### config.mk
export PLATFORM = sky130hd
export DESIGN_NAME = hazard_ctrl
export DESIGN_NICKNAME = d
export VERILOG_FILES = /design/src/rtl/hazard_pkg.sv /design/src/rtl/sb_shift.sv /design/src/rtl/hazard_ctrl.sv
export SDC_FILE = /design/constraint.sdc
export NUM_CORES = 1
export LEC_CHECK = 0
export ABC_AREA = 0
export BUFFER_PORTS_ARGS = -buffer_cell sky130_fd_sc_hd__buf_2
export CORE_MARGIN = 3
export CORE_UTILIZATION = 40
export CTS_CLUSTER_SIZE = 14
export DETAILED_ROUTE_END_ITERATION = 16
export SETUP_SLACK_MARGIN = 0.15
export SYNTH_ARGS = -nofsm -noshare
export SYNTH_HDL_FRONTEND = slang
export SYNTH_SLANG_ARGS = --single-unit
### constraint.sdc
create_clock -name clk -period 3.7 [get_ports clk]
set_input_delay 0 -clock clk [delete_from_list [all_inputs] [get_ports clk]]
set_output_delay 0 -clock clk [all_outputs]
set_load 0.02 [all_outputs]
### src/rtl/hazard_pkg.sv
// Shared types and constants for the RV32 hazard / redirect controller.
package hazard_pkg;

    // Controller modes: normal issue, or killing wrong-path slots after a redirect.
    typedef enum logic {
        RUN   = 1'b0,
        FLUSH = 1'b1
    } state_e;

    // Encoding of addi x0,x0,0 loaded into ID->EX when a bubble is inserted.
    localparam logic [31:0] NOP_INSTR = 32'h0000_0013;

    // x0 is hardwired to zero, so it is never a real dependency.
    localparam logic [4:0]  REG_ZERO  = 5'd0;

endpackage

### src/rtl/sb_shift.sv
// Writeback scoreboard: a WB_DEPTH-deep shift register of in-flight destination
// registers, with two combinational lookup ports for the ID source operands.
module sb_shift
    import hazard_pkg::*;
#(
    parameter int WB_DEPTH = 3
) (
    input  logic       clk,
    input  logic       rst,
    input  logic       issue_i,
    input  logic [4:0] rd_i,
    input  logic [4:0] rs1_i,
    input  logic [4:0] rs2_i,
    output logic       match1_o,
    output logic       match2_o
);

    logic [WB_DEPTH-1:0] v_q;
    logic [4:0]          rd_q [WB_DEPTH];
    logic                hit1;
    logic                hit2;

    // Advance every in-flight write one stage per cycle; the oldest falls off after its write edge.
    always_ff @(posedge clk) begin
        if (rst) begin
            v_q <= '0;
            for (int k = 0; k < WB_DEPTH; k++) begin
                rd_q[k] <= REG_ZERO;
            end
        end else begin
            v_q[0]  <= issue_i;
            rd_q[0] <= rd_i;
            for (int k = 1; k < WB_DEPTH; k++) begin
                v_q[k]  <= v_q[k-1];
                rd_q[k] <= rd_q[k-1];
            end
        end
    end

    // Any valid entry naming the source is pending, including the one writing this edge.
    always_comb begin
        hit1 = 1'b0;
        hit2 = 1'b0;
        for (int k = 0; k < WB_DEPTH; k++) begin
            if (v_q[k] && (rd_q[k] == rs1_i)) hit1 = 1'b1;
            if (v_q[k] && (rd_q[k] == rs2_i)) hit2 = 1'b1;
        end
        match1_o = hit1 && (rs1_i != REG_ZERO);
        match2_o = hit2 && (rs2_i != REG_ZERO);
    end

endmodule

### src/rtl/hazard_ctrl.sv
// Hazard and redirect controller for the five-stage RV32 pipeline: RAW stalls
// from the writeback scoreboard, wrong-path flushing after taken branches,
// and saturating stall / flush performance counters.
module hazard_ctrl
    import hazard_pkg::*;
#(
    parameter int WB_DEPTH    = 3,
    parameter int FLUSH_DEPTH = 2,
    parameter int CNT_W       = 32
) (
    input  logic             clk,
    input  logic             rst,
    input  logic             id_valid,
    input  logic [4:0]       id_rs1,
    input  logic [4:0]       id_rs2,
    input  logic             id_use_rs1,
    input  logic             id_use_rs2,
    input  logic [4:0]       id_rd,
    input  logic             id_wr_en,
    input  logic             ex_redirect,
    output logic             pc_hold,
    output logic             id_bubble,
    output logic             if_kill,
    output logic [CNT_W-1:0] stall_cnt,
    output logic [CNT_W-1:0] flush_cnt
);

    localparam int             FCW        = $clog2(FLUSH_DEPTH) + 1;
    localparam logic [FCW-1:0] FLUSH_LOAD = FCW'(FLUSH_DEPTH - 1);

    state_e           state_q;
    state_e           state_d;
    logic [FCW-1:0]   fcnt_q;
    logic [FCW-1:0]   fcnt_d;
    logic [CNT_W-1:0] stall_cnt_q;
    logic [CNT_W-1:0] stall_cnt_d;
    logic [CNT_W-1:0] flush_cnt_q;
    logic [CNT_W-1:0] flush_cnt_d;
    logic             hit1;
    logic             hit2;
    logic             hazard;
    logic             issue;

    sb_shift #(
        .WB_DEPTH (WB_DEPTH)
    ) u_sb (
        .clk      (clk),
        .rst      (rst),
        .issue_i  (issue),
        .rd_i     (id_rd),
        .rs1_i    (id_rs1),
        .rs2_i    (id_rs2),
        .match1_o (hit1),
        .match2_o (hit2)
    );

    // Stall decision plus pipeline control; a redirect overrides a stall because the stalled instruction is wrong-path.
    always_comb begin
        hazard    = id_valid && (state_q == RUN) &&
                    ((id_use_rs1 && hit1) || (id_use_rs2 && hit2));
        pc_hold   = 1'b0;
        id_bubble = 1'b0;
        if_kill   = 1'b0;
        if (!rst) begin
            pc_hold   = hazard && !ex_redirect;
            id_bubble = hazard || ex_redirect || (state_q == FLUSH);
            if_kill   = ex_redirect || (state_q == FLUSH);
        end
        issue = id_valid && id_wr_en && (id_rd != REG_ZERO) && !id_bubble;
    end

    // Redirect sequencing and the saturating performance counters.
    always_comb begin
        state_d     = state_q;
        fcnt_d      = fcnt_q;
        flush_cnt_d = flush_cnt_q;
        stall_cnt_d = stall_cnt_q;
        case (state_q)
            RUN: begin
                if (ex_redirect) begin
                    if (flush_cnt_q != '1) flush_cnt_d = flush_cnt_q + CNT_W'(1);
                    if (FLUSH_DEPTH > 1) begin
                        state_d = FLUSH;
                        fcnt_d  = FLUSH_LOAD;
                    end
                end
            end
            FLUSH: begin
                fcnt_d = fcnt_q - FCW'(1);
                if (fcnt_q <= FCW'(1)) begin
                    state_d = RUN;
                    fcnt_d  = '0;
                end
            end
            default: begin
                state_d = RUN;
                fcnt_d  = '0;
            end
        endcase
        if (pc_hold && (stall_cnt_q != '1)) stall_cnt_d = stall_cnt_q + CNT_W'(1);
    end

    // State registers; reset drops any redirect in progress and clears the counters.
    always_ff @(posedge clk) begin
        if (rst) begin
            state_q     <= RUN;
            fcnt_q      <= '0;
            stall_cnt_q <= '0;
            flush_cnt_q <= '0;
        end else begin
            state_q     <= state_d;
            fcnt_q      <= fcnt_d;
            stall_cnt_q <= stall_cnt_d;
            flush_cnt_q <= flush_cnt_d;
        end
    end

    assign stall_cnt = stall_cnt_q;
    assign flush_cnt = flush_cnt_q;

    // EX always holds a bubble while flushing, so it cannot resolve another branch.
    no_redirect_in_flush: assert property (@(posedge clk) disable iff (rst)
        !((state_q == FLUSH) && ex_redirect));

endmodule
; Yosys cells after proc, flatten, opt, wreduce, memory -nomap -nowiden
; Memory sizes are Yosys's and may differ from the RTL's.
; Cells that the tools add are included.
[op_classes]
n_reduce_logical = 27
n_mux = 21
order_cmp = 1
bitwise_logic = 4
n_eq_ne = 9
add_sub_neg = 3
[ops]
columns = operator, count
row1 = $add 32x1->32 const B, 2
row2 = $ne 32x32->1 const B, 2
row3 = $eq 5x5->1, 6
row4 = $logic_and 1x1->1, 17
row5 = $mux 5, 3
row6 = $reduce_bool 5->1, 3
row7 = $mux 1, 14
row8 = $logic_or 1x1->1, 4
row9 = $mux 2, 2
row10 = $pmux 2 s2, 1
row11 = $or 1x1->1, 3
row12 = $reduce_and 3->1, 1
row13 = $le 2x1->1 const B, 1
row14 = $logic_not 1->1, 2
row15 = $ne 2x2->1 const B, 1
row16 = $pmux 1 s2, 1
row17 = $sub 2x1->2 const B, 1
row18 = $not 1->1, 1
[word_totals]
out_inout_bits = 67
mem_count = 1
regBits = 70
ramBits = 15
[memory_table]
columns = name, depth, width, rd, rd_ports_with_merged_regs, write_ports, line_no
row1 = u_sb.rd_q, 3, 5, 3, 0, 3, sb_shift.sv:19  ; logic [4:0] rd_q [WB_DEPTH];

; Logic depth before layout (Yosys ltp)
; Gate-level depths: netlist (run 1).
[depth]
ltp_word = 14
depth_mapped = 11
mapped_depth_nobuf = 8

; Hierarchy
; Synthesis (run 1) repeated with hierarchy kept, for this count alone.
[hier_totals]
cells_unflattened = 497
area_unflattened_um2 = 4280.4
[modules_own_cells]
columns = module, area_each_um2, cells_per_inst, n_inst
row1 = hazard_ctrl, 3424.5, 412, 1
row2 = sb_shift, 855.8, 85, 1

; Worst setup path after synthesis (run 1)
; OpenSTA, ideal clock, no wires.
[synth_timing]
path_type = register to register
startpoint = reg stall_cnt_q[17], in the netlist stall_cnt[17]
endpoint = reg stall_cnt_q[13], in the netlist stall_cnt[13]
period_less_slack_ns = 2.295
stages_incl_launch_ff = 7
arrival_time_ns = 2.173
setup_slack_ns = 1.405
n_path_buf = 1
cell_sequence = dfxtp_1 > nand4_1 > or3_1 > or4_1 > buf_2 > and3_1 > mux2_4
[synth_between]
elab_chain_cells = 2
[synth_rtl]
columns = item, line_no
row1 = start: declaration, hazard_ctrl.sv:35  ; logic [CNT_W-1:0] stall_cnt_q;
row2 = start signal: assignment, hazard_ctrl.sv:113  ; stall_cnt_q <= stall_cnt_d;
row3 = $ne 32x32->1, hazard_ctrl.sv:100  ; if (pc_hold && (stall_cnt_q != '1)) stall_cnt_d = stall_cnt_q + CNT_W'(1);
row4 = $logic_and 1x1->1, hazard_ctrl.sv:100
; Every way passes these cells.
; A chain may end at the register's enable or synchronous reset.

; Final worst setup path (run 1)
[layout_timing]
startpoint = reg stall_cnt_q[2], in the netlist stall_cnt[2]
endpoint = reg stall_cnt_q[18], in the netlist stall_cnt[18]
[layout_between]
elab_chain_cells = 2
elab_cells_between_ends = 3
cone_classes = add/sub (1) / eq/ne (1) / reduce/logical (1)
[layout_rtl]
columns = item
row1 = "parallel branches: the longest is 2 deep, another holds $add 32x1->32"
; Parallel ways; which one is timed is not known.

==> results of run 1 <==
## flip-flops by register name, summed over array words and instances (netlist names)
name       flops
fcnt_q         2
stall_cnt     32
u_sb.rd_q     15
u_sb.v_q       3
state_q        1
flush_cnt     32
## through the flow
| stage | cell area (um2) | setup slack (ns) | hold slack, ns |
|---|---|---|---|
| after global placement | 4770 | 1.16 | 0.229 |
| after floorplan | 4250 | 1.41 | 0.128 |
| after global routing | 5060 | 0.695 | 0.0849 |
| after CTS | 5060 | 0.997 | 0.0174 |
| final | 5060 | 0.946 | 0.0357 |
| after detailed placement | 4770 | 1.03 | 0.224 |
## tightest hold or removal path, cell delays in order
cell and delay [ns]:
buf_2 0.11, nor2_1 0.04, nor2_1 0.08, a21oi_1 0.05
nor2_1 0.07
## cells by family (layout without fill, tap and decap cells)
kind of cell | count (synthesis) | count (layout) | synth area share [%]
mux | 5 | 5 | 1.41
simple gates | 255 | 255 | 33.1
buf+inv | 29 | 121 | 3.30
fa+ha+maj | 2 | 2 | 0.588
compound gates | 73 | 73 | 10.1
flops | 85 | 85 | 40.0
xor+xnor | 56 | 56 | 11.5
## cell usage in the layout (no fill, tap or decap), types with 2 or more instances in the layout
| cell | count |
|---|---|
| buf_2 | 88 |
| dfxtp_1 | 85 |
| nor2_1 | 54 |
| xor2_1 | 38 |
| a21oi_1 | 33 |
| nand2_1 | 30 |
| nand3_1 | 26 |
| nor2b_1 | 25 |
| nand4_1 | 23 |
| or4_1 | 19 |
| xnor2_1 | 18 |
| and3_1 | 18 |
| o31ai_1 | 18 |
| o21ai_0 | 15 |
| or3_1 | 15 |
| nor4_1 | 12 |
| nor3_1 | 12 |
| and4_1 | 11 |
| clkbuf_8 | 10 |
| dlygate4sd3_1 | 7 |
| inv_1 | 6 |
| buf_4 | 4 |
| and2_1 | 3 |
| mux2_2 | 3 |
| clkbuf_1 | 3 |
| a31o_2 | 2 |
| nand4b_1 | 2 |
| nor4b_1 | 2 |
| ha_1 | 2 |
| bufinv_16 | 2 |
## area by class of cell
| class | count | area, um2 | area share [%] |
|---|---|---|---|
| Tap cell | 136 | 170 | 3.36 |
| Inverter | 6 | 22.5 | 0.445 |
| Multi-Input combinational cell | 391 | 2410 | 47.6 |
| Clock buffer | 13 | 149 | 2.94 |
| Timing Repair Buffer | 99 | 541 | 10.7 |
| Clock inverter | 3 | 68.8 | 1.36 |
| Sequential cell | 85 | 1700 | 33.6 |
## worst max path at each step
stage / endpoint / slack, ns / cells past startpoint
2_1_floorplan: stall_cnt[13] / 1.41 / 6
3_5_place_dp: stall_cnt[20] / 1.03 / 8
3_3_place_gp: stall_cnt[19] / 1.16 / 8
6_report: stall_cnt[18] / 0.95 / 8
5_1_grt: stall_cnt[18] / 0.70 / 8
4_1_cts: stall_cnt[18] / 1.0 / 8
## layer usage
metal  global-route usage, %  share of wire (%)  vias up
li1                        -                  -     2005
met1                    24.9                 47     1891
met2                    28.9                 46      114
met3                    4.32                5.5       18
met4                    5.95                1.9        0
met5                       0                  0        -
## power by group
group	internal, uW	total [uW]	switching (uW)
Combinational	42.5	103	60.2
Sequential	925	938	12.8
Clock	402	723	321
Total	1370	1760	394
==> parameters.txt, run 1 <==
Parameter                              Value

Status
  Outcome    completed

Place
  Number of placed instances, taps included    710
  Final weighted congestion in routability-driven placement    0.871
  DP Wirelength    7530 um
  Port Buf Inserts    88

CTS
  Insertion delay to the later sink of the worst-skew pair    0.34 ns
  Clock tree from TritonCTS    yes
  Maximum buffer depth of the clock tree    2
  Reg clk slew, reported paths    0.08 ns
  Number of buffers inserted by post-CTS setup repair    0
  Deepest level of the CTS H-tree    3
  Clock Sink Count    85
  Cts bufs inserted    9
  Hold-fix buffer count after cts    7
  Post_cts resized    0
  CTS Root Cell    clkbuf_8

Floorplanning
  Io pins    89
  DIE HEIGHT    109 um
  Total die area    11,900 um2
  # rows    37
  Width of the chip    109 um
  Core Footprint    10,300 um2
  Starting Density    41.2%

Drt
  Final wirelength    10,900 um
  Post-route DRC violation count    0
  DRT Pass-1 Iters    5
  ANT nets after route    0
  Routed vias    4,028
  DRC marker count from the first detailed-route iteration    220
  Wirelength per Cell    14.8 um
  Drt via density    5.50

Global route
  Initial antenna violation count    0
  Gr ovfl total    0
  Maximum number of pins on one net before global-route repair    90
  Vias in the first global route    3,659
  Overall Global Routing Usage    18.4%
  Wire length of the first global-routing pass    17,500 um

Layout
  Filler cell count    1,043
  Filler-free cell count of the finished design    733
  Final core area utilization    49.0%
  Final #Nets    616
  Layout-stage area growth over the synthesis result    19.1%
  Fraction of final layout cells with drive strength greater than 1    18.9%
  Diode count    0

Logic synthesis
  Most common library cells after synthesis    dfxtp_1 (85), nor2_1 (54), xor2_1 (38)
  Post-synth design cell area    4250 um2
  Average size of a mapped cell    8.42 um2
  Area share of the largest cell type after synthesis    40.0%
  EDFF count, synth    0
  Number of register bits inferred by synthesis    85
  Share of flip-flops with an asynchronous set or reset    0%
  Predominant post-synthesis flop cell    dfxtp_1
  Gate count of the mapped netlist    505
  Yosys synthesis warning count    0
  Synth unique cells    39
  Top post-synthesis cells by area    dfxtp_1 (40%), xor2_1 (7.8%), nor2_1 (4.8%)
  Largest area contributor in the synthesized netlist    dfxtp_1
  Most repeated cell in the gate-level netlist after synthesis    dfxtp_1
  Sequential element share of the synthesized area    40.0%
  Post-Synthesis Net Count    529

Hold path
  Capture endpoint of the worst hold path    fcnt_q[0]
  Hold Startpoint    ex_redirect
  Path class of the lowest-slack min-delay path    primary input to flop
  Instance count along the most critical hold path    5

Timing
  Finish-stage setup viols    0
  Pin slew with the least headroom to its limit    0.913 ns
  Hold Fails Final Rpt    0
  Worst clock skew    0.00638 ns
  Setup TNS    0 ns
  RSZ-0062 raised after global routing    no
  Max Clk Rate    363 MHz
  Headroom to the max-slew limit    38.6%
  Final max-slew violation count    0
  Clock period minus final worst setup slack    2.75 ns
  Final worst-path cycle share    74.4%

Setup path
  Category of the most critical setup path    flop to flop
  Nature of the critical path endpoint    flop
  R2R depth    8
  Required time reported for the critical path endpoint    3.88 ns
  Reg2reg setup slack    0.95 ns
  Cell Chain, Critical Path    and3_1 > nand4_1 > nor2_1 > nand2_1 > nor2_2 > buf_4 > or4_1 > a21oi_1
  Worst path buffer plus inverter count    1
  Category of cells accounting for the largest share of critical-path delay    simple AND/OR/NAND/NOR gates
  Critical path data arrival time    2.94 ns
  Start point of the critical path    stall_cnt[2]
  Biggest cell delay along the critical path    0.66 ns
  Slowest cell on crit path    nor2_2
  Critical register-to-register path endpoint    stall_cnt[18]
  Max FO, Critical Path    21
  Startpoint Class    flop
  Critical register-to-register path startpoint    stall_cnt[2]

Job
  Max-cap viol count    0

Power and ir drop
  Maximum VDD drop    204 uV
  Ratio of total power to cell area    348 nW/um2
  Static leakage    0.00198 uW
  Power after layout    1760 uW
Note: power is estimated with default switching activity, not from simulation.
==> run 2: changes to the inputs <==
- ABC_AREA: 0 -> 1
- clock period: 3.7 -> 2.4 ns (I/O delays scaled with it)
==> run 2 against run 1 <==
Compared with the run above: power increased by 74%; area after synthesis increased by 13%; clock-buffer cell count decreased by 2; synthesized cell count increased by 54%; highest routed layer unchanged.
==> parameters.txt, run 2 <==
Parameter                              Value

Drt
  Final wirelength    12,300 um (was 10,900 um)
  Post-route DRC violation count    0 (unchanged)
  Wirelength per Cell    12.0 um (was 14.8 um)
  ANT nets after route    0 (unchanged)
  Routed vias    4,930 (was 4,028)
  DRC marker count from the first detailed-route iteration    341 (was 220)
  DRT Pass-1 Iters    4 (was 5)
  Drt via density    4.81 (was 5.50)

Logic synthesis
  EDFF count, synth    0 (unchanged)
  Most common library cells after synthesis    nand2_1 (220), nor2_1 (154), inv_1 (104) (was dfxtp_1 (85), nor2_1 (54), xor2_1 (38))
  Top post-synthesis cells by area    dfxtp_1 (35%), nand2_1 (17%), nor2_1 (12%) (was dfxtp_1 (40%), xor2_1 (7.8%), nor2_1 (4.8%))
  Sequential element share of the synthesized area    35.4% (was 40.0%)
  Average size of a mapped cell    6.18 um2 (was 8.42 um2)
  Post-synth design cell area    4800 um2 (was 4250 um2)
  Gate count of the mapped netlist    777 (was 505)
  Most repeated cell in the gate-level netlist after synthesis    nand2_1 (was dfxtp_1)
  Yosys synthesis warning count    0 (unchanged)
  Synth unique cells    36 (was 39)
  Area share of the largest cell type after synthesis    35.4% (was 40.0%)
  Largest area contributor in the synthesized netlist    dfxtp_1 (unchanged)
  Share of flip-flops with an asynchronous set or reset    0% (unchanged)
  Number of register bits inferred by synthesis    85 (unchanged)
  Post-Synthesis Net Count    801 (was 529)
  Predominant post-synthesis flop cell    dfxtp_1 (unchanged)

Global route
  Vias in the first global route    4,519 (was 3,659)
  Gr ovfl total    0 (unchanged)
  Maximum number of pins on one net before global-route repair    31 (was 90)
  Overall Global Routing Usage    19.1% (was 18.4%)
  Wire length of the first global-routing pass    20,600 um (was 17,500 um)
  Initial antenna violation count    0 (unchanged)

Place
  Instance area after placement    5390 um2 (was 4770 um2)
  Number of placed instances, taps included    1,000 (was 710)
  Port Buf Inserts    88 (unchanged)
  Final weighted congestion in routability-driven placement    0.921 (was 0.871)
  DP Wirelength    9290 um (was 7530 um)

Layout
  Fraction of final layout cells with drive strength greater than 1    17.3% (was 18.9%)
  Filler cell count    1,221 (was 1,043)
  Layout-stage area growth over the synthesis result    20.5% (was 19.1%)
  Filler-free cell count of the finished design    1,026 (was 733)
  Final core area utilization    50.1% (was 49.0%)
  Highest-count cells in the layout ignoring fill and taps    nand2_1 (220), nor2_1 (154), inv_1 (104) (was buf_2 (88), dfxtp_1 (85), nor2_1 (54))
  Most common cell after layout, fill and taps aside    nand2_1 (was buf_2)
  Final #Nets    902 (was 616)
  Diode count    0 (unchanged)
  Design Area, Final    5790 um2 (was 5060 um2)

Setup path
  Startpoint Class    flop (unchanged)
  Slowest cell on crit path    dfxtp_1 (was nor2_2)
  Category of the most critical setup path    flop to flop (unchanged)
  Critical path data arrival time    2.29 ns (was 2.94 ns)
  Max FO, Critical Path    13 (was 21)
  Required time reported for the critical path endpoint    2.63 ns (was 3.88 ns)
  Biggest cell delay along the critical path    0.40 ns (was 0.66 ns)
  Nature of the critical path endpoint    flop (unchanged)
  Cell mode on critical path    nand2_1
  Cell Chain, Critical Path    ha_1 > nand2_1 > nor3_2 > nand2_1 > nor2_1 > nand2_1 > nand2_2 > buf_4 > nor3_1 > o21ai_0 > a21oi_1 (was and3_1 > nand4_1 > nor2_1 > nand2_1 > nor2_2 > buf_4 > or4_1 > a21oi_1)

Floorplanning
  Io pins    89 (unchanged)
  # rows    39 (was 37)
  DIE HEIGHT    116 um (was 109 um)
  Core Footprint    11,600 um2 (was 10,300 um2)
  Starting Density    41.5% (was 41.2%)
  Width of the chip    116 um (was 109 um)
  Total die area    13,400 um2 (was 11,900 um2)

CTS
  Insertion delay to the later sink of the worst-skew pair    0.35 ns (was 0.34 ns)
  Deepest level of the CTS H-tree    3 (unchanged)
  Clock Sink Count    85 (unchanged)
  CTS Root Cell    clkbuf_16 (was clkbuf_8)
  Reg clk slew, reported paths    0.06 ns (was 0.08 ns)
  Cts bufs inserted    9 (unchanged)
  Number of buffers inserted by post-CTS setup repair    0 (unchanged)
  Clock tree from TritonCTS    yes (unchanged)
  Maximum buffer depth of the clock tree    2 (unchanged)

Timing
  Max Clk Rate    485 MHz (was 363 MHz)
  Worst clock skew    0.00804 ns (was 0.00638 ns)
  Finish-stage setup viols    0 (unchanged)
  Final worst-path cycle share    85.8% (was 74.4%)
  Pin slew with the least headroom to its limit    0.454 ns (was 0.913 ns)
  Headroom to the max-slew limit    69.5% (was 38.6%)
  Hold WS    0.316 ns (was 0.0357 ns)
  Hold Fails Final Rpt    0 (unchanged)
  Final max-slew violation count    0 (unchanged)
  RSZ-0062 raised after global routing    no (unchanged)
  Clock period minus final worst setup slack    2.06 ns (was 2.75 ns)
  Setup TNS    0 ns (unchanged)

Power and ir drop
  Sequential Power Share    47.1% (was 53.2%)
  Static leakage    0.00259 uW (was 0.00198 uW)
  Power share of the clock group    45.5% (was 41.0%)
  Net Sw Frac    23.8% (was 22.3%)
  Maximum VDD drop    259 uV (was 204 uV)
  Int Pwr    2340 uW (was 1370 uW)
  Net load switching power    729 uW (was 394 uW)
  Ratio of total power to cell area    529 nW/um2 (was 348 nW/um2)
  Power share of the combinational group    7.4% (was 5.8%)

Status
  Outcome    completed (unchanged)

Job
  Max-cap viol count    0 (unchanged)

Hold path
  Path class of the lowest-slack min-delay path    primary input to flop (unchanged)
## run 2: cell count changes after synthesis, sizes merged, moves of 20 or more
cell | before | now
nor2b | 25 | 0
nand2 | 30 | 224
o21ai | 16 | 36
inv | 6 | 113
xor2 | 38 | 2
nor2 | 55 | 169
## run 2: final cells by class
| class | count | area (um2) | share of cell area, % |
|---|---|---|---|
| Tap cell | 143 | 179 | 3.09 |
| Sequential cell | 85 | 1700 | 29.4 |
| Clock inverter | 5 | 50.0 | 0.864 |
| Timing Repair Buffer | 106 | 601 | 10.4 |
| Inverter | 114 | 428 | 7.39 |
| Multi-Input combinational cell | 562 | 2590 | 44.7 |
| Clock buffer | 11 | 243 | 4.19 |
## run 2: power by group through the flow
stage          logic [uW]  registers [uW]  clock network [uW]
5_1_grt               254            1450                1490
3_5_place_dp          211            1480                   0
3_3_place_gp          207            1470                   0
4_1_cts               225            1440                1430
2_1_floorplan         137            1480                   0
6_report              226            1440                1400
## run 2: layer usage
layer	vias to the layer above	wire length (um)	track usage, %
met2	104	5460	30.0
met1	2186	5940	25.1
met4	0	210	7.04
met5	-	0	0
li1	2626	-	-
met3	14	717	5.17
## run 2: kinds of logic after synthesis
| kind of cell | Yosys count | share of synthesized area (%) |
|---|---|---|
| adder cells (fa/ha/maj) | 2 | 0.521 |
| XOR/XNOR | 7 | 1.28 |
| flip-flops | 85 | 35.4 |
| AO/OA/AOI/OAI | 73 | 8.13 |
| AND/OR/NAND/NOR | 480 | 43.8 |
| buffers and inverters | 130 | 10.9 |
## run 2: metrics by stage
step                total power (uW)  worst slack (ns)
CTS                             3100             0.185
finish                          3070             0.340
global route                    3190             0.167
floorplan                       1610             0.524
detailed placement              1690             0.359
global placement                1680             0.434
## run 2: path summary, 6_finish.rpt
kind | start | end | slack (ns) | depth (start not counted)
worst max-delay path | flush_cnt[0] | flush_cnt[5] | 0.34 | 11
worst min-delay path | id_valid | stall_cnt[9] | 0.32 | 8
worst min register to register | u_sb.v_q[0] | u_sb.v_q[1] | 0.45 | 2
worst max register to register | flush_cnt[0] | flush_cnt[5] | 0.34 | 11
## run 2: what timing repair did
action	in CTS	in global routing
endpoints found under the hold margin	11	0
hold buffers	10	0
resized for setup	0	3
setup endpoints to repair	0	4
## run 2: critical path, delay by kind of cell, from the launching register on
kind	cells	cell delay, ns
compound gates	2	0.20
simple gates	7	0.90
buf+inv	1	0.22
fa+ha+maj	1	0.22
flops	1	0.40
==> run 3: changes to the inputs <==
- CELL_PAD_IN_SITES_DETAIL_PLACEMENT: unset -> 1
- CELL_PAD_IN_SITES_GLOBAL_PLACEMENT: unset -> 1
- CORE_UTILIZATION: 40 -> 35
- PLACE_DENSITY_LB_ADDON: unset -> 0.1
==> run 3 against run 2 <==
Compared with the run above: design area grew 0.32%; routed wire length grew 16%; power shrank 3.3%; register-to-register slack gained 0.10 ns; combinational power grew 3%; highest routed layer unchanged; clock skew grew 0.0023 ns; global-route usage grew 0.48 points; maximum frequency is essentially flat; sequential share of layout area shrank 0.095 points; largest power group unchanged; critical path depth is the same; sequential cell count is the same.
==> parameters.txt, run 3 (synthesized netlist as in run 2, its figures left out) <==
Parameter                              Value

Setup path
  Critical register-to-register path startpoint    stall_cnt[0] (was flush_cnt[0])
  Slowest cell on crit path    dfxtp_1 (unchanged)
  Category of cells accounting for the largest share of critical-path delay    simple AND/OR/NAND/NOR gates (unchanged)
  Worst path buffer plus inverter count    2 (was 1)
  R2R depth    12 (was 11)
  Critical register-to-register path endpoint    stall_cnt[30] (was flush_cnt[5])
  Nature of the critical path endpoint    output port (was flop)
  Startpoint Class    flop (unchanged)
  Reg2reg setup slack    0.44 ns (was 0.34 ns)
  Cell Chain, Critical Path    inv_1 > nand2_1 > nand2_1 > nor2_1 > nand3_1 > nand3_1 > nand2_1 > nand2_4 > nand2_1 > nor2_4 > buf_2 (was ha_1 > nand2_1 > nor3_2 > nand2_1 > nor2_1 > nand2_1 > nand2_2 > buf_4 > nor3_1 > o21ai_0 > a21oi_1)
  Required time reported for the critical path endpoint    2.40 ns (was 2.63 ns)
  Category of the most critical setup path    flop to output port (was flop to flop)
  Cell mode on critical path    nand2_1 (unchanged)
  Max FO, Critical Path    12 (was 13)
  Biggest cell delay along the critical path    0.36 ns (was 0.40 ns)
  Critical path data arrival time    2.06 ns (was 2.29 ns)

Timing
  Setup TNS    0 ns (unchanged)
  Hold Fails Final Rpt    0 (unchanged)
  Clock period minus final worst setup slack    2.06 ns (about the same)
  Pin slew with the least headroom to its limit    0.488 ns (was 0.454 ns)
  Final worst-path cycle share    85.7% (was 85.8%)
  Worst clock skew    0.0103 ns (was 0.00804 ns)
  RSZ-0062 raised after global routing    no (unchanged)
  Max Clk Rate    486 MHz (was 485 MHz)
  Final max-slew violation count    0 (unchanged)
  Headroom to the max-slew limit    67.3% (was 69.5%)
  Finish-stage setup viols    0 (unchanged)

Global route
  Initial antenna violation count    0 (unchanged)
  Overall Global Routing Usage    19.5% (was 19.1%)
  Maximum number of pins on one net before global-route repair    41 (was 31)
  Wire length of the first global-routing pass    24,000 um (was 20,600 um)
  Vias in the first global route    5,177 (was 4,519)
  Gr ovfl total    0 (unchanged)

Power and ir drop
  Int Pwr    2260 uW (was 2340 uW)
  Static leakage    0.00257 uW (was 0.00259 uW)
  Net Sw Frac    23.9% (was 23.8%)
  Net load switching power    710 uW (was 729 uW)
  Power share of the combinational group    7.8% (was 7.4%)
  Ratio of total power to cell area    511 nW/um2 (was 529 nW/um2)
  Sequential Power Share    48.7% (was 47.1%)
  Maximum VDD drop    259 uV (about the same)
  Power share of the clock group    43.5% (was 45.5%)

CTS
  Deepest level of the CTS H-tree    3 (unchanged)
  Clock tree from TritonCTS    yes (unchanged)
  Reg clk slew, reported paths    0.06 ns (about the same)
  Cts bufs inserted    9 (unchanged)
  Maximum buffer depth of the clock tree    2 (unchanged)
  CTS Root Cell    clkbuf_16 (unchanged)
  Insertion delay to the later sink of the worst-skew pair    0.34 ns (was 0.35 ns)
  Clock Sink Count    85 (unchanged)

Layout
  Diode count    0 (unchanged)
  Layout-stage area growth over the synthesis result    20.9% (was 20.5%)
  Most common cell after layout, fill and taps aside    nand2_1 (unchanged)
  Multi-input gate area    2600 um2 (was 2590 um2)
  Fraction of final layout cells with drive strength greater than 1    17.4% (was 17.3%)
  Filler cell count    1,866 (was 1,221)
  Final #Nets    901 (was 902)
  FF/Latch Area    1700 um2 (unchanged)
  Final core area utilization    43.5% (was 50.1%)
  Highest-count cells in the layout ignoring fill and taps    nand2_1 (220), nor2_1 (153), inv_1 (104) (was nand2_1 (220), nor2_1 (154), inv_1 (104))

Drt
  ANT nets after route    0 (unchanged)
  Final wirelength    14,400 um (was 12,300 um)
  Routed vias    5,121 (was 4,930)
  Drt via density    4.85 (was 4.81)
  DRC marker count from the first detailed-route iteration    172 (was 341)
  DRT Pass-1 Iters    4 (unchanged)
  Post-route DRC violation count    0 (unchanged)
  Wirelength per Cell    13.6 um (was 12.0 um)

Hold path
  Capture endpoint of the worst hold path    flush_cnt[20] (was stall_cnt[9])
  Hold Startpoint    rst (was id_valid)
  Path class of the lowest-slack min-delay path    primary input to flop (unchanged)
  Instance count along the most critical hold path    2 (was 8)

Status
  Outcome    completed (unchanged)

Place
  DP Wirelength    11,200 um (was 9290 um)
  Final weighted congestion in routability-driven placement    0.880 (was 0.921)
  Port Buf Inserts    88 (unchanged)

Job
  Max-cap viol count    0 (unchanged)

Floorplanning
  Width of the chip    123 um (was 116 um)
  Io pins    89 (unchanged)
  # rows    42 (was 39)
  Starting Density    36.0% (was 41.5%)
  Core Footprint    13,300 um2 (was 11,600 um2)
  Total die area    15,200 um2 (was 13,400 um2)
  DIE HEIGHT    123 um (was 116 um)
[run 3: power by group through the flow]
| stage | Combinational [uW] | Clock, uW | Sequential (uW) |
|---|---|---|---|
| final | 232 | 1290 | 1440 |
| after global routing | 264 | 1390 | 1450 |
| after CTS | 228 | 1330 | 1440 |
| after detailed placement | 217 | 0 | 1480 |
| after global placement | 209 | 0 | 1470 |
| after floorplan | 137 | 0 | 1480 |
[run 3: per-layer routing]
metal | track usage, % | share of wire, %
met5 | 0 | 0
met4 | 6.51 | 1.6
met3 | 3.25 | 3.9
met2 | 34.2 | 49
met1 | 24.4 | 46
[run 3: what timing repair did]
action,4_1_cts,5_1_grt
endpoints found under the setup margin,2,21
gates resized for setup,0,7
gates cloned,0,0
pin swaps,0,2
hold buffers,8,0
buffers inserted,0,2
hold endpoints to repair,7,0
[run 3: worst max-delay path by stage]
| stage | start | slack [ns] | to | depth (start not counted) |
|---|---|---|---|---|
| after floorplan | flush_cnt[0] | 0.52 | flush_cnt[28] | 12 |
| after global placement | flush_cnt[0] | 0.40 | flush_cnt[11] | 12 |
| after detailed placement | flush_cnt[0] | 0.30 | flush_cnt[7] | 11 |
| after CTS | u_sb.rd_q[0][2] | 0.12 | pc_hold | 11 |
| after global routing | u_sb.rd_q[0][2] | 0.15 | pc_hold | 11 |
| final | u_sb.rd_q[0][2] | 0.34 | pc_hold | 11 |
[run 3: layout make-up]
cell class | instances | share of cell area [%]
clock buffer | 13 | 4.48
clock inverter | 1 | 0.129
inverter | 114 | 7.36
multi-input combinational | 562 | 44.8
sequential | 85 | 29.3
tap | 176 | 3.79
timing repair buffer | 105 | 10.2
[run 3: stage by stage]
stage / cell area (um2) / instances / hold WS (ns) / total power [uW] / setup slack (ns)
after global routing: 5810 / 1056 / 0.0749 / 3100 / 0.146
after CTS: 5770 / 1054 / 0.0462 / 3000 / 0.119
after floorplan: 4800 / 777 / 0.107 / 1610 / 0.524
after detailed placement: 5420 / 1032 / 0.227 / 1690 / 0.304
final: 5810 / 1056 / 0.0583 / 2970 / 0.342
after global placement: 5420 / 1032 / 0.221 / 1680 / 0.395
